[src/rtl/speccy_matrix_to_scancode_if.sv]
// Keyboard event bus shared by the matrix scanner and its PS/2-side consumers.
//   scan_received : one-cycle event strobe
//   scan[6:0]     : PS/2 set-2 scancode (low 7 bits)
//   extended      : code carries the E0 prefix
//   released      : 1 = break, 0 = make
// master = event producer, slave = event consumer.
interface speccy_matrix_to_scancode_if;
    logic       scan_received;
    logic [6:0] scan;
    logic       extended;
    logic       released;

    modport master (
        output scan_received,
        output scan,
        output extended,
        output released
    );

    modport slave (
        input scan_received,
        input scan,
        input extended,
        input released
    );
endinterface

[src/rtl/speccy_matrix_to_scancode.sv]
// Scans a 40-key Spectrum matrix (active-low, bit = row*5 + col) and emits
// PS/2 set-2 make/break events on the shared keyboard event bus.
//   clk, rst : system clock, asynchronous active-high reset
//   enable   : 1 = scanning allowed, 0 = park in IDLE
//   flush    : one-cycle pulse, break every key recorded as pressed
//   matrix   : live key state, 0 = pressed (synchronous to clk)
//   ev       : event bus (scan_received, scan, extended, released)
//   busy     : high whenever the scanner is not IDLE
module speccy_matrix_to_scancode #(
    parameter int unsigned GAP_CYCLES = 8
) (
    input  logic        clk,
    input  logic        rst,
    input  logic        enable,
    input  logic        flush,
    input  logic [39:0] matrix,
    speccy_matrix_to_scancode_if.master ev,
    output logic        busy
);
    localparam int unsigned NUM_KEYS = 40;
    localparam int unsigned IDX_W    = 6;
    localparam int unsigned GAP_W    = 8;
    localparam logic [IDX_W-1:0] LAST_IDX  = IDX_W'(NUM_KEYS - 1);
    localparam logic [IDX_W-1:0] SYM_IDX   = IDX_W'(36);
    localparam logic [IDX_W-1:0] PASS_FULL = IDX_W'(NUM_KEYS);

    typedef enum logic [1:0] {IDLE, SCAN, EMIT, GAP} state_t;

    state_t               state;
    logic [IDX_W-1:0]     idx;
    logic [NUM_KEYS-1:0]  prev;
    logic                 flush_pend;
    logic [IDX_W-1:0]     pass_cnt;
    logic [GAP_W-1:0]     gap_cnt;

    logic                 tgt;
    logic                 wrap;
    logic [IDX_W-1:0]     idx_inc;
    logic [IDX_W-1:0]     pass_inc;
    logic                 pass_done;

    // Set-2 code for each matrix position, SYMBOL SHIFT maps to (E0) 14.
    function automatic logic [6:0] key_code(input logic [IDX_W-1:0] i);
        case (i)
            6'd0:  key_code = 7'h12;  6'd1:  key_code = 7'h1A;
            6'd2:  key_code = 7'h22;  6'd3:  key_code = 7'h21;
            6'd4:  key_code = 7'h2A;  6'd5:  key_code = 7'h1C;
            6'd6:  key_code = 7'h1B;  6'd7:  key_code = 7'h23;
            6'd8:  key_code = 7'h2B;  6'd9:  key_code = 7'h34;
            6'd10: key_code = 7'h15;  6'd11: key_code = 7'h1D;
            6'd12: key_code = 7'h24;  6'd13: key_code = 7'h2D;
            6'd14: key_code = 7'h2C;  6'd15: key_code = 7'h16;
            6'd16: key_code = 7'h1E;  6'd17: key_code = 7'h26;
            6'd18: key_code = 7'h25;  6'd19: key_code = 7'h2E;
            6'd20: key_code = 7'h45;  6'd21: key_code = 7'h46;
            6'd22: key_code = 7'h3E;  6'd23: key_code = 7'h3D;
            6'd24: key_code = 7'h36;  6'd25: key_code = 7'h4D;
            6'd26: key_code = 7'h44;  6'd27: key_code = 7'h43;
            6'd28: key_code = 7'h3C;  6'd29: key_code = 7'h35;
            6'd30: key_code = 7'h5A;  6'd31: key_code = 7'h4B;
            6'd32: key_code = 7'h42;  6'd33: key_code = 7'h3B;
            6'd34: key_code = 7'h33;  6'd35: key_code = 7'h29;
            6'd36: key_code = 7'h14;  6'd37: key_code = 7'h3A;
            6'd38: key_code = 7'h31;  6'd39: key_code = 7'h32;
            default: key_code = 7'h00;
        endcase
    endfunction

    // Index advance and flush-pass bookkeeping. pass_cnt saturates at 40, so
    // the flush pass ends on the first wrap after a complete 40-index sweep.
    always_comb begin
        tgt       = flush_pend ? 1'b1 : matrix[idx];
        wrap      = (idx == LAST_IDX);
        idx_inc   = wrap ? '0 : idx + IDX_W'(1);
        pass_inc  = (pass_cnt == PASS_FULL) ? pass_cnt : pass_cnt + IDX_W'(1);
        pass_done = wrap && (pass_inc == PASS_FULL);
    end

    // Scanner FSM with registered event outputs.
    always_ff @(posedge clk or posedge rst) begin
        if (rst) begin
            state            <= IDLE;
            idx              <= '0;
            prev             <= '1;
            flush_pend       <= 1'b0;
            pass_cnt         <= '0;
            gap_cnt          <= '0;
            busy             <= 1'b0;
            ev.scan_received <= 1'b0;
            ev.scan          <= '0;
            ev.extended      <= 1'b0;
            ev.released      <= 1'b0;
        end else begin
            case (state)
                IDLE: begin
                    if (enable || flush_pend) begin
                        state <= SCAN;
                        busy  <= 1'b1;
                    end
                end
                SCAN: begin
                    if (tgt != prev[idx]) begin
                        ev.scan          <= key_code(idx);
                        ev.extended      <= (idx == SYM_IDX);
                        ev.released      <= tgt;
                        ev.scan_received <= 1'b1;
                        prev[idx]        <= tgt;
                        state            <= EMIT;
                    end else begin
                        idx <= idx_inc;
                        if (flush_pend) begin
                            pass_cnt <= pass_inc;
                            if (pass_done) flush_pend <= 1'b0;
                        end
                        if (wrap && !enable) begin
                            state <= IDLE;
                            busy  <= 1'b0;
                        end
                    end
                end
                EMIT: begin
                    ev.scan_received <= 1'b0;
                    idx              <= idx_inc;
                    if (flush_pend) begin
                        pass_cnt <= pass_inc;
                        if (pass_done) flush_pend <= 1'b0;
                    end
                    gap_cnt <= GAP_W'(GAP_CYCLES);
                    state   <= GAP;
                end
                GAP: begin
                    if (gap_cnt <= GAP_W'(1)) begin
                        if (!enable && !flush_pend) begin
                            state <= IDLE;
                            busy  <= 1'b0;
                        end else begin
                            state <= SCAN;
                        end
                    end else begin
                        gap_cnt <= gap_cnt - GAP_W'(1);
                    end
                end
                default: begin
                    state <= IDLE;
                    busy  <= 1'b0;
                end
            endcase
            // A new flush request (re)starts the flush pass.
            if (flush) begin
                flush_pend <= 1'b1;
                pass_cnt   <= '0;
            end
        end
    end
endmodule

[src/flat_wrapper.sv]
// flat-port wrapper written by rule: the top's interface ports become plain ports
module speccy_matrix_to_scancode_flat 
#(
    parameter int unsigned GAP_CYCLES = 8
)
  (clk, rst, enable, flush, matrix, busy, ev_scan_received, ev_scan, ev_extended, ev_released);
  speccy_matrix_to_scancode_if ev_i ();
  input  logic clk;
  input  logic rst;
  input  logic enable;
  input  logic flush;
  input  logic [39:0] matrix;
  output logic busy;
  output wire logic [$bits(ev_i.scan_received)-1:0] ev_scan_received;
  output wire logic [$bits(ev_i.scan)-1:0] ev_scan;
  output wire logic [$bits(ev_i.extended)-1:0] ev_extended;
  output wire logic [$bits(ev_i.released)-1:0] ev_released;
  assign ev_scan_received = ev_i.scan_received;
  assign ev_scan = ev_i.scan;
  assign ev_extended = ev_i.extended;
  assign ev_released = ev_i.released;
  speccy_matrix_to_scancode #(.GAP_CYCLES(GAP_CYCLES)) u_core (.clk(clk), .rst(rst), .enable(enable), .flush(flush), .matrix(matrix), .ev(ev_i), .busy(busy));
endmodule
[config.mk]
export PLATFORM = sky130hd
export DESIGN_NAME = speccy_matrix_to_scancode_flat
export DESIGN_NICKNAME = d
export VERILOG_FILES = /design/src/rtl/speccy_matrix_to_scancode_if.sv /design/src/rtl/speccy_matrix_to_scancode.sv /design/src/flat_wrapper.sv
export SDC_FILE = /design/constraint.sdc
export NUM_CORES = 1
export LEC_CHECK = 0
export CORE_MARGIN = 2
export CORE_UTILIZATION = 50
export CTS_CLUSTER_DIAMETER = 150
export DETAILED_ROUTE_END_ITERATION = 10
export PLACE_DENSITY = 0.72
export SLEW_MARGIN = 20
export SYNTH_ARGS = -nofsm -noshare
export SYNTH_HDL_FRONTEND = slang
export SYNTH_SLANG_ARGS = --single-unit
[constraint.sdc]
create_clock -name clk -period 8 [get_ports clk]
set_clock_uncertainty 0.2 [all_clocks]
set_input_delay 0.8 -clock clk [delete_from_list [all_inputs] [get_ports clk]]
set_output_delay 0.8 -clock clk [all_outputs]
set_load 0.03 [all_outputs]
==> run metrics, run 1 <==
Warnings, synthesis 0; CTS Buf Count 9; Overall Power around 0.0016 W; CTS tree yes; top_reg_cell synth dfstp_2; worst skew pair latency 0.35 ns; WL/cell 17.4 µm; mux contribution to synthesized area 22.0%; final wirelength around 11000 µm; ANT nets after route 0; initial antenna violation count 0; most frequent CP cell buf_4; Top Ports 55; Cell Rows 36; pre-CTS WS around 3.3 ns; Pins Over Slew Limit 0; initial core utilization 51.5%; gr usage total between 20% and 30%; Die Y approximately 100 µm; Sw Ratio between 40 and 50%; end point of the critical path u_core.prev[24]; first drt pass iteration count 5; clock sink count 74; CTS Buffer Depth 2; R2R Path End u_core.prev[24]; sequential area share after synthesis 38.0%; clock-pin slew on the worst setup and hold paths approximately 0.090 ns; post-synth cell types slightly above 60; global-route wire length before repair around 19000 µm; Worst setup SP type register; share of power burned in registers about a third; Setup TNS 0 ns; Worst path max stage delay around 0.58 ns; outcome complete, no violations; fmax approximately 230 MHz; critical path data arrival time between 4 and 5 ns; CP max stage cell mux4_2; area grow syn2layout 15.3%; pwr dens 285 nW/µm²; layout cells sized above 1 29.6%; Die X-Extent 104 µm; EDFF count, synth 0; Hold Vio Cnt, Final 0; Nets approximately 570; n_diodes 0; Slew HR approximately 37%; gpl congestion 0.779; R2R depth 11; Gate power share between 40% and 50%; clk root buf clkbuf_8; Synth Area in Simple Gates 20.6%; clock power share ~18%; drt via density 5.93; HPWL Detailed 7580 µm; Synth Area in Compound Gates a little under a tenth; total number of vias a little under 4000; Slew @ Worst Pin between 0.9 and 1 ns; pin count of the biggest net entering global routing 75; min-delay worst type reg -> reg; CP Cell Sequence buf_4, mux4_2, a22oi_1, a31oi_1, or4_1, buf_4, nand3_1, nand3_2, buf_4, nor3_1, mux2_2; CTS H-tree lvls 3; Switch Pwr approximately 0.00072 W; gr ovfl total 0; Required @ worst endpoint 8.08 ns; post-CTS setup buffers 0; Mapped Area 5010 µm²; CP endpoint kind register; synthesized area per cell between 10 and 15 µm²; combinational family with the most area after synthesis multiplexers; die area roughly 11000 µm²; minimum clock period 4.41 ns; DRC 0; MaxCap Viol Count 0; XOR/XNOR Fraction of Synth Area under 10%; number of synthesized register bits 74; port buffer count 54; RSZ-0062 raised after global routing no; fin worst setup slack around 3.6 ns; Initial DRC Count approximately 240; worst vdd ir between 150 and 200 µV; crit path from u_core.idx[0]; Post-Syn Nets about 530; ys async rst share 100%; CP Class reg -> reg; leakage between 2 and 2.5 nW; worst hold slack around 0.28 ns; Worst Path Max Fanout 46; Setup Viol. Count Final 0; period utilisation layout approximately 55%; cts repair resizes 0; launching point of the worst reg2reg path u_core.idx[0]; core footprint 9730 µm²; setup slack, reg-to-reg 3.59 ns; number of global-route vias before repair 3833; post-synthesis adder-cell area fraction 2.75%; Post-CTS Hold Fix Bufs 0; Pint around 0.00093 W; Post-Synthesis Cells around 480
==> stage by stage <==
| stage | cells | utilization, % | instance area (µm²) |
|---|---|---|---|
| floorplan | 479 | - | 5010 |
| CTS | 650 | 59.4 | 5780 |
| global placement | 634 | 57.2 | 5570 |
| detailed placement | 634 | 57.2 | 5570 |
| finish | 650 | 59.4 | 5780 |
| global route | 650 | 59.4 | 5780 |
==> final cells by class <==
type                            count  area (µm²)
Clock buffer                       12         178
Clock inverter                      4        30.0
Fill cell                         857        3950
Inverter                           15        56.3
Multi-Input combinational cell    352        2860
Sequential cell                    74        1900
Tap cell                          133         166
Timing Repair Buffer               60         586
==> worst min path at each step <==
| stage | from | slack (ns) | end | cells past startpoint |
|---|---|---|---|---|
| 2_1_floorplan | u_core.gap_cnt[1] | 0.29 | u_core.gap_cnt[1] | 2 |
| 3_3_place_gp | u_core.ev.scan_received | 0.26 | u_core.ev.scan_received | 2 |
| 3_5_place_dp | u_core.ev.scan[2] | 0.27 | u_core.ev.scan[2] | 2 |
| 4_1_cts | u_core.ev.scan[2] | 0.29 | u_core.ev.scan[2] | 2 |
| 5_1_grt | u_core.ev.scan[1] | 0.32 | u_core.ev.scan[1] | 1 |
| 6_report | u_core.ev.scan[2] | 0.28 | u_core.ev.scan[2] | 2 |
==> kinds of logic after synthesis <==
kind of cell | count (synthesis)
buffers and inverters | 53
AOI/OAI and AO/OA | 71
muxes | 77
DFF | 74
xor gates and xnor gates | 12
and+or+nand+nor | 181
adders and majority gates | 11
==> cell usage in the layout (no fill, tap or decap), types with 20 or more instances in the layout <==
| cell | count |
|---|---|
| o21ai_0 | 22 |
| nor2_1 | 26 |
| dfstp_2 | 40 |
| clkdlybuf4s50_1 | 54 |
| mux2_4 | 20 |
| mux2_2 | 24 |
| dfrtp_1 | 33 |
| nor3_2 | 20 |
| nand2_1 | 43 |
| nor3_1 | 30 |
==> registers in the layout (all words and copies together), names as in the netlist, named ones only <==
register and count:
u_core.pass_cnt 6, u_core.busy 1, u_core.ev.scan 7, u_core.ev.scan_received 1
u_core.idx 6, u_core.gap_cnt 8, u_core.ev.released 1, u_core.ev.extended 1
u_core.flush_pend 1, u_core.state 1, u_core.prev 40
==> synthesized netlist by cell type (3+ instances only) <==
master | count | area share, %
buf_6 | 5 | 1.1
nor3_2 | 20 | 4.0
nor2b_1 | 8 | 1.0
nor3_1 | 30 | 3.0
or3_1 | 4 | 0.50
ha_1 | 11 | 2.7
nand2b_1 | 8 | 1.0
nand2_1 | 43 | 3.2
dfrtp_1 | 34 | 17
o22ai_1 | 4 | 0.50
a21oi_1 | 9 | 0.90
mux2_4 | 20 | 6.0
nand3_1 | 16 | 1.6
a21o_1 | 3 | 0.45
mux2_2 | 24 | 5.4
o21ai_0 | 22 | 2.2
dfstp_2 | 40 | 21
mux4_2 | 16 | 7.2
or2_2 | 3 | 0.37
a31oi_1 | 4 | 0.50
nor4_1 | 6 | 0.75
buf_1 | 3 | 0.22
xnor2_1 | 10 | 1.7
nor2_1 | 26 | 1.9
nand4_1 | 4 | 0.50
inv_1 | 15 | 1.1
mux2i_1 | 15 | 3.0
nor3b_2 | 3 | 0.75
o22a_1 | 5 | 0.87
buf_2 | 7 | 0.70
clkbuf_1 | 21 | 1.6
==> critical path: cells and delay by family (launching register included) <==
| family | cells | cell delay (ns) |
|---|---|---|
| flops | 1 | 0.34 |
| mux | 2 | 0.95 |
| buf+inv | 3 | 1.17 |
| compound gates | 2 | 0.31 |
| simple gates | 4 | 1.32 |
==> routing by layer <==
layer | part of all wire [%] | wire, µm | GRT usage [%] | vias up
li1 | - | - | - | 1809
met1 | 45 | 5090 | 29.7 | 1960
met2 | 50 | 5690 | 35.7 | 77
met3 | 3.8 | 434 | 4.89 | 11
met4 | 1.1 | 125 | 5.12 | 0
met5 | 0 | 0 | 0 | -
==> power by group through the flow <==
stage / registers, W / logic [W] / clock network (W)
floorplan: 0.000529 / 0.000656 / 0
global placement: 0.000542 / 0.000791 / 0
detailed placement: 0.000547 / 0.000806 / 0
CTS: 0.000541 / 0.000810 / 0.000305
global route: 0.000556 / 0.000890 / 0.000322
finish: 0.000542 / 0.000808 / 0.000297
No activity file was read; power rests on OpenSTA's default activity.
==> inputs of run 2 (changes only) <==
==> constraint.sdc (replaced) <==
create_clock -name clk -period 4.62 [get_ports clk]
set_clock_uncertainty 0.2 [all_clocks]
set_input_delay 0.462 -clock clk [delete_from_list [all_inputs] [get_ports clk]]
set_output_delay 0.462 -clock clk [all_outputs]
set_load 0.03 [all_outputs]
==> run metrics, run 2 (synthesized netlist as in run 1, its figures left out) <==
n_diodes 0 (unchanged); worst vdd ir 292 µV (+93%); Overall Power 0.00283 W (+72%); layout cells sized above 1 29.9% (+0.29 points); period utilisation layout 83.1% (+28 points); Slew @ Worst Pin 0.722 ns (-0.222 ns); Die X-Extent 104 µm (unchanged); Setup TNS 0 ns (unchanged); min-delay worst type reg -> reg; Worst setup SP type register; CTS Buffer Depth 2 (unchanged); RSZ-0062 raised after global routing no; Slew HR 51.8% (+15 points); most frequent cells in the layout clkdlybuf4s50_1 (54), nand2_1 (43), dfstp_2 (40); total number of vias 3826 (-0.80%); Die Y 104 µm (unchanged); port buffer count 54 (unchanged); first drt pass iteration count 5 (unchanged); Hold Vio Cnt, Final 0 (unchanged); Pins Over Slew Limit 0 (unchanged); Required @ worst endpoint 4.70 ns (-3.38 ns); commonest non-fill, non-tap cell in the layout clkdlybuf4s50_1; Setup Viol. Count Final 0 (unchanged); CTS Buf Count 9 (unchanged); cts repair resizes 0 (unchanged); area grow syn2layout 15.6%; Largest register FFs 40 (unchanged); Reg with most FFs u_core.prev; fin worst setup slack 0.781 ns (-2.81 ns); ANT nets after route 0 (unchanged); worst hold slack 0.282 ns (-0.00282 ns); R2R depth 10 (-1); pre-CTS WS 0.654 ns (-2.69 ns); fmax 260 MHz (+15%); Top Ports 55 (unchanged); drt via density 5.84 (-1.6%); pin count of the biggest net entering global routing 43 (-43%); outcome complete, no violations; Largest regs u_core.prev x40, u_core.gap_cnt x8, u_core.ev.scan x7; MaxCap Viol Count 0 (unchanged); worst skew pair latency 0.36 ns (about the same); Cell Rows 36 (unchanged); leakage 2.20 nW (+0.53%); gr usage total 21.8% (about the same); die area 10800 µm² (unchanged); gr ovfl total 0 (unchanged); Worst Path Max Fanout 41 (-11%); initial core utilization 51.5% (unchanged); critical path data arrival time 3.92 ns (-0.57 ns); HPWL Detailed 7870 µm (+3.8%); final core utilization 59.5% (+0.18 points); CP endpoint kind register; WL/cell 17.1 µm (-1.9%); initial antenna violation count 0 (unchanged); Initial DRC Count 303 (+26%); CP Class reg -> reg; core footprint 9730 µm² (unchanged); post-CTS setup buffers 0 (unchanged); CTS H-tree lvls 3 (unchanged); final wirelength 11200 µm (-1.1%); global-route wire length before repair 19200 µm (-0.57%); number of global-route vias before repair 3882 (+1.3%); clock-pin slew on the worst setup and hold paths 0.08 ns (about the same); Post-CTS Hold Fix Bufs 0 (unchanged); minimum clock period 3.84 ns (-0.569 ns); clk root buf clkbuf_8; hold path depth 2 (unchanged); clock sink count 74 (unchanged); CTS tree yes; pwr dens 488 nW/µm² (+71%); gpl congestion 0.831 (+6.7%); Nets 572 (+0.88%); DRC 0 (unchanged)
run 2: cell types whose count changed in the layout (fill, tap and decap cells not counted):
cell / change
inv_6: -1
clkbuf_1: +2
clkbuf_16: -2
clkbuf_8: +2
clkinv_4: -1
buf_12: +1
buf_4: +4
run 2: layout make-up:
type	instances	area (µm²)
Clock inverter	2	12.5
Inverter	15	56.3
Clock buffer	14	163
Multi-Input combinational cell	352	2860
Fill cell	858	3940
Timing Repair Buffer	65	636
Tap cell	133	166
Sequential cell	74	1900
run 2: final timing paths:
check	start	endpoint	slack (ns)
max	u_core.idx[0]	u_core.prev[29]	0.78
min	u_core.ev.scan_received	u_core.ev.scan_received	0.28
max reg2reg	u_core.idx[0]	u_core.prev[29]	0.78
min reg2reg	u_core.ev.scan_received	u_core.ev.scan_received	0.28
max in group asynchronous	rst	u_core.prev[34]	2.88
min in group asynchronous	rst	u_core.gap_cnt[1]	0.34
run 2: worst max-delay path: stages (launching register included):
cell and delay [ns]:
dfrtp_2 0.62, buf_4 0.41, mux4_2 0.32, o22a_1 0.13
o21ai_0 0.10, nor3_1 0.53, a21o_1 0.23, nand3_2 0.29
buf_12 0.30, nor3_1 0.23, mux2_2 0.36
run 2: per-stage QoR:
| stage | instance area (µm²) | instances |
|---|---|---|
| finish | 5790 | 655 |
| global route | 5790 | 655 |
| CTS | 5790 | 655 |
| detailed placement | 5620 | 639 |
| floorplan | 5010 | 479 |
| global placement | 5620 | 639 |
run 2: where the power goes:
part,internal (W),total (W),switching (W)
clock,0.000224,0.000461,0.000236
combinational,0.000582,0.00142,0.000838
sequential,0.000789,0.000948,0.000160
run 2: per-layer routing:
metal,vias to the layer above,part of all wire [%],track usage [%]
met3,16,3.5,4.82
met4,0,1.8,6.66
li1,1821,-,-
met1,1918,45,29.6
met2,71,49,35.2
met5,-,0,0
==> inputs of run 3 (changes only) <==
==> constraint.sdc (replaced) <==
create_clock -name clk -period 3.9 [get_ports clk]
set_clock_uncertainty 0.2 [all_clocks]
set_input_delay 0.39 -clock clk [delete_from_list [all_inputs] [get_ports clk]]
set_output_delay 0.39 -clock clk [all_outputs]
set_load 0.03 [all_outputs]
==> run metrics, run 3 (synthesized netlist as in run 1, its figures left out) <==
CP max stage cell dfrtp_2; gr ovfl total 0 (unchanged); minimum clock period 3.61 ns (-0.228 ns); Switch Pwr 0.00152 W (+23%); fmax 277 MHz (+6.3%); number of global-route vias before repair 4136 (+6.5%); worst hold slack 0.283 ns (+0.00107 ns); Required @ worst endpoint 3.98 ns (-0.72 ns); pin count of the biggest net entering global routing 48 (+12%); Reg with most FFs u_core.prev; Sw Ratio 43.4% (-0.19 points); HPWL Detailed 8490 µm (+7.9%); clock sink count 74 (unchanged); pre-CTS WS 0.224 ns (-0.429 ns); outcome complete, no violations; gr usage total 23.2% (+1.4 points); CP Class reg -> reg; worst vdd ir 276 µV (-5.7%); Die Y 104 µm (unchanged); critical path data arrival time 3.69 ns (-0.23 ns); commonest non-fill, non-tap cell in the layout clkdlybuf4s50_1; clock-pin slew on the worst setup and hold paths 0.09 ns (about the same); Pint 0.00198 W (+24%); non-filler cells, final 661 (+0.92%); initial antenna violation count 0 (unchanged); design area 5870 µm² (+1.3%); final wirelength 12100 µm (+7.5%); worst skew pair latency 0.36 ns (about the same); Nets 578 (+1.0%); min-delay worst type reg -> reg; CTS Buf Count 9 (unchanged); Cell Area, Placed 5680 µm² (+1.0%); Worst Path Max Fanout 26 (-37%); pwr dens 597 nW/µm² (+22%); clock power share 17.5% (+1.2 points); Gate power share 50.0% (-0.2 points); Slew @ Worst Pin 0.774 ns (+0.0518 ns); Largest register FFs 40 (unchanged); Cell Rows 36 (unchanged); most frequent cells in the layout clkdlybuf4s50_1 (54), nand2_1 (43), dfstp_2 (40); Worst path max stage delay 0.59 ns (-0.03 ns); clk root buf clkbuf_8; RSZ-0062 raised after global routing no; CTS tree yes; DRC 0 (unchanged); layout cells sized above 1 31.1% (+1.2 points); Slew HR 48.3% (-3.5 points); DP Cell Count 645 (+0.94%); Top Ports 55 (unchanged); Initial DRC Count 226 (-25%); Post-CTS Hold Fix Bufs 0 (unchanged); CP Buf/Inv Count 2 (unchanged); ANT nets after route 0 (unchanged); core footprint 9730 µm² (unchanged); CTS Buffer Depth 2 (unchanged); Largest regs u_core.prev x40, u_core.gap_cnt x8, u_core.ev.scan x7; drt via density 5.98 (+2.3%); period utilisation layout 92.6% (+9.5 points); CTS H-tree lvls 3 (unchanged); total number of vias 3950 (+3.2%); gpl congestion 0.839 (+0.96%); Pins Over Slew Limit 0 (unchanged); critical path's top delay family multiplexers; MaxCap Viol Count 0 (unchanged); CP Cell Sequence buf_4, mux4_2, mux2_2, o21ai_0, nor3_1, nand3_1, nand3_2, buf_12, nor3_1, mux2_2; global-route wire length before repair 20500 µm (+7.0%); initial core utilization 51.5% (unchanged); CP endpoint kind register; Worst setup SP type register; cts repair resizes 0 (unchanged); fin worst setup slack 0.289 ns (-0.492 ns); leakage 2.24 nW (+2.1%); post-CTS setup buffers 0 (unchanged); Setup Viol. Count Final 0 (unchanged); first drt pass iteration count 5 (unchanged); die area 10800 µm² (unchanged); area grow syn2layout 17.2%; port buffer count 54 (unchanged); Setup TNS 0 ns (unchanged); Hold Vio Cnt, Final 0 (unchanged); Die X-Extent 104 µm (unchanged); n_diodes 0 (unchanged); share of power burned in registers 32.5% (-1.0 points); WL/cell 18.2 µm (+6.5%)
run 3: power by group through the flow:
| stage | Sequential (W) | Combinational, W | Clock (W) |
|---|---|---|---|
| finish | 0.00114 | 0.00175 | 0.000613 |
| global route | 0.00117 | 0.00192 | 0.000652 |
| CTS | 0.00114 | 0.00175 | 0.000626 |
| detailed placement | 0.00115 | 0.00174 | 0 |
| global placement | 0.00114 | 0.00170 | 0 |
| floorplan | 0.00109 | 0.00135 | 0 |
run 3: layout make-up:
type,count,area (µm²)
inverters,15,56.3
repair buffers,71,693
multi-input cells,352,2860
flip-flops and latches,74,1900
clock buffers,11,141
well taps,133,166
fillers,823,3860
clock inverters,5,53.8
run 3: metal layers:
| layer | track usage (%) | up-vias | wire length (µm) |
|---|---|---|---|
| li1 | - | 1831 | - |
| met1 | 30.6 | 2020 | 5320 |
| met2 | 39.2 | 82 | 6180 |
| met3 | 3.95 | 17 | 413 |
| met4 | 6.85 | 0 | 143 |
| met5 | 0 | - | 0 |
run 3: path summary, 6_finish.rpt:
path	from	to	slack (ns)	depth (start not counted)
setup / recovery	u_core.idx[0]	u_core.prev[25]	0.29	10
hold / removal	u_core.ev.scan_received	u_core.ev.scan_received	0.28	2
setup reg to reg	u_core.idx[0]	u_core.prev[25]	0.29	10
hold reg to reg	u_core.ev.scan_received	u_core.ev.scan_received	0.28	2
max in group asynchronous	rst	u_core.prev[34]	2.29	3
min in group asynchronous	rst	u_core.pass_cnt[3]	0.29	2
run 3: worst min-delay path, cell delays in order, from the launching register on:
cell	delay [ns]
dfrtp_1	0.35
nand2_1	0.05
nand2_1	0.05
run 3: per-stage QoR:
step           utilization (%)  total power, W
2_1_floorplan                -         0.00243
3_3_place_gp              58.3         0.00284
3_5_place_dp              58.3         0.00289
4_1_cts                   60.3         0.00351
5_1_grt                   60.3         0.00374
6_report                  60.3         0.00350
==> RTL change: new RTL, flow settings as in run 1 <==
Make the reset (`rst`) synchronous in one clocked block. Comments in the files are not updated.
--- a/src/rtl/speccy_matrix_to_scancode.sv
+++ b/src/rtl/speccy_matrix_to_scancode.sv
@@ -79,3 +79,3 @@
     // Scanner FSM with registered event outputs.
-    always_ff @(posedge clk or posedge rst) begin
+    always_ff @(posedge clk) begin
         if (rst) begin
Formal check against the unedited RTL: differs if rst is asserted again (counterexample within 4 cycles, from zero or initial values and one cycle with rst high); with rst held inactive, the same outputs for 10 cycles.
==> RTL change against run 1 <==
  * Cell area fell by 6.5%
  * Area after synthesis fell by 6.0%
  * Sequential power fell by 11%
  * Global-route usage rose by 3.7 points
  * Power fell by 12%
  * Wire length rose by 10%
  * Setup slack improved by 0.43 ns
  * Sequential cell count did not move
  * Critical path type unchanged
  * Highest routed layer unchanged
==> RTL change: results (changes against run 1) <==
Parameter                              Value

Yosys
  Share of flip-flops with an asynchronous set or reset ... 0% (was 100%)
  Multiplexer fraction of the synthesized cell area ... 11.2% (was 22.0%)
  Proportion of synthesized chip area in sequential cells ... 31.4% (was 38.0%)
  Post-synth top cells ... dfxtp_1 (74), nand3_1 (59), nor2_1 (44) (was nand2_1 (43), dfstp_2 (40), dfrtp_1 (34))
  Area share of xor/xnor cells in the synthesized design ... 1.12% (was 2.10%)
  Count of distinct cell types in the synthesized netlist ... 59 (was 61)
  Number of nets produced by synthesis ... 605 (was 534)
  Adder-Cell Fraction of Synth Area ... 2.92% (was 2.75%)
  Top post-synthesis cells by area ... dfxtp_1 (31%), a221o_1 (8.5%), mux4_2 (6.7%), nand3_1 (6.3%), mux2i_1 (3.8%) (was dfstp_2 (21%), dfrtp_1 (17%), mux4_2 (7.2%), mux2_4 (6.0%), mux2_2 (5.4%))
  Avg Synthesized Cell Area ... 8.57 sq um (was 10.5 sq um)

Global route
  Pin count of the biggest net entering global routing ... 72 (was 75)
  Wire length of the first global-routing pass ... 21.0 mm (was 19.3 mm)
  Number of global-route vias before repair ... 4,212 (was 3,833)
  Total routing usage reported by global routing ... 25.5% (was 21.8%)

Setup path
  Highest-delay cell along the critical path ... dfxtp_2 (was mux4_2)
  Gate family responsible for the most delay along the worst path ... flip-flops (was simple AND/OR/NAND/NOR gates)
  Peak fanout along the critical path ... 57 (was 46)
  CP arrival ... 4.03 ns (was 4.49 ns)

Final layout
  Filler Cells Inserted ... 837 (was 857)
  Share of layout cells above drive strength 1 ... 8.79% (was 29.6%)
  Non-filler cells in the finished layout ... 691 (was 650)
  Nets@finish ... 630 (was 567)

Placement
  DP Cell Count ... 675 (was 634)
  Final HPWL DP ... 8.24 mm (was 7.58 mm)
  DP Area ... 5220 sq um (was 5570 sq um)
  Worst-case setup slack after placement ... 4.01 ns (was 3.35 ns)

Pwr
  Static Leak ... 1.73 nW (was 2.19 nW)
  IR Drop Worst-Case VDD ... 0.127 mV (was 0.151 mV)

Detailed routing
  Detail-routed net length per standard cell ... 18.1 microns (was 17.4 microns)
  Via-per-instance ratio ... 6.56 (was 5.93)

Worst hold path
  Type of the tightest min-delay check ... flop to flop (unchanged)

Outcome
  Run status ... completed (unchanged)
RTL change: power by group:
group          internal, mW  total, mW  switching, mW
Combinational         0.265      0.709          0.444
Clock                 0.113      0.266          0.153
Sequential            0.412      0.481         0.0688
RTL change: metal layers:
metal	global-route usage [%]	up-vias	wire length [microns]
li1	-	2176	-
met1	36.8	2185	5590
met2	38.1	160	5970
met3	4.65	13	813
met4	9.04	0	150
met5	0	-	0
RTL change: stage by stage:
stage / hold WS [ns] / total power [mW]
2_1_floorplan: 0.250 / 1.01
3_3_place_gp: 0.247 / 1.18
3_5_place_dp: 0.256 / 1.19
4_1_cts: 0.273 / 1.45
5_1_grt: 0.290 / 1.55
6_report: 0.269 / 1.46
RTL change: path summary, 6_finish.rpt:
check                           cells after the start                     from  slack (ns)                 endpoint
worst min-delay path                                2  u_core.ev.scan_received        0.27  u_core.ev.scan_received
worst max-delay path                                9            u_core.idx[0]        4.02           u_core.prev[5]
worst max register to register                      9            u_core.idx[0]        4.02           u_core.prev[5]
worst min register to register                      2  u_core.ev.scan_received        0.27  u_core.ev.scan_received
RTL change: cell families (layout without fill, tap and decap cells):
family	Yosys count	in the layout
xor+xnor	6	6
compound gates	149	149
flops	74	74
buf+inv	61	91
fa+ha+maj	11	11
simple gates	214	214
mux	35	35
RTL change: final cells by class:
cell class	instances	area (sq um)	share of cell area (%)
multi-input combinational	415	2960	54.8
sequential	74	1480	27.5
timing repair buffer	63	603	11.2
tap	111	139	2.57
clock buffer	10	128	2.36
inverter	12	45.0	0.834
clock inverter	6	43.8	0.811
RTL change: worst register-to-register path, cell delays in order, from the launching register on:
cell and delay, ns:
dfxtp_2 1.04, mux4_2 0.62, a2bb2oi_1 0.14, and4_1 0.23
nor4_4 0.39, nor3_2 0.14, nor3_4 0.12, buf_4 0.50
nand3_1 0.17, a221o_1 0.33
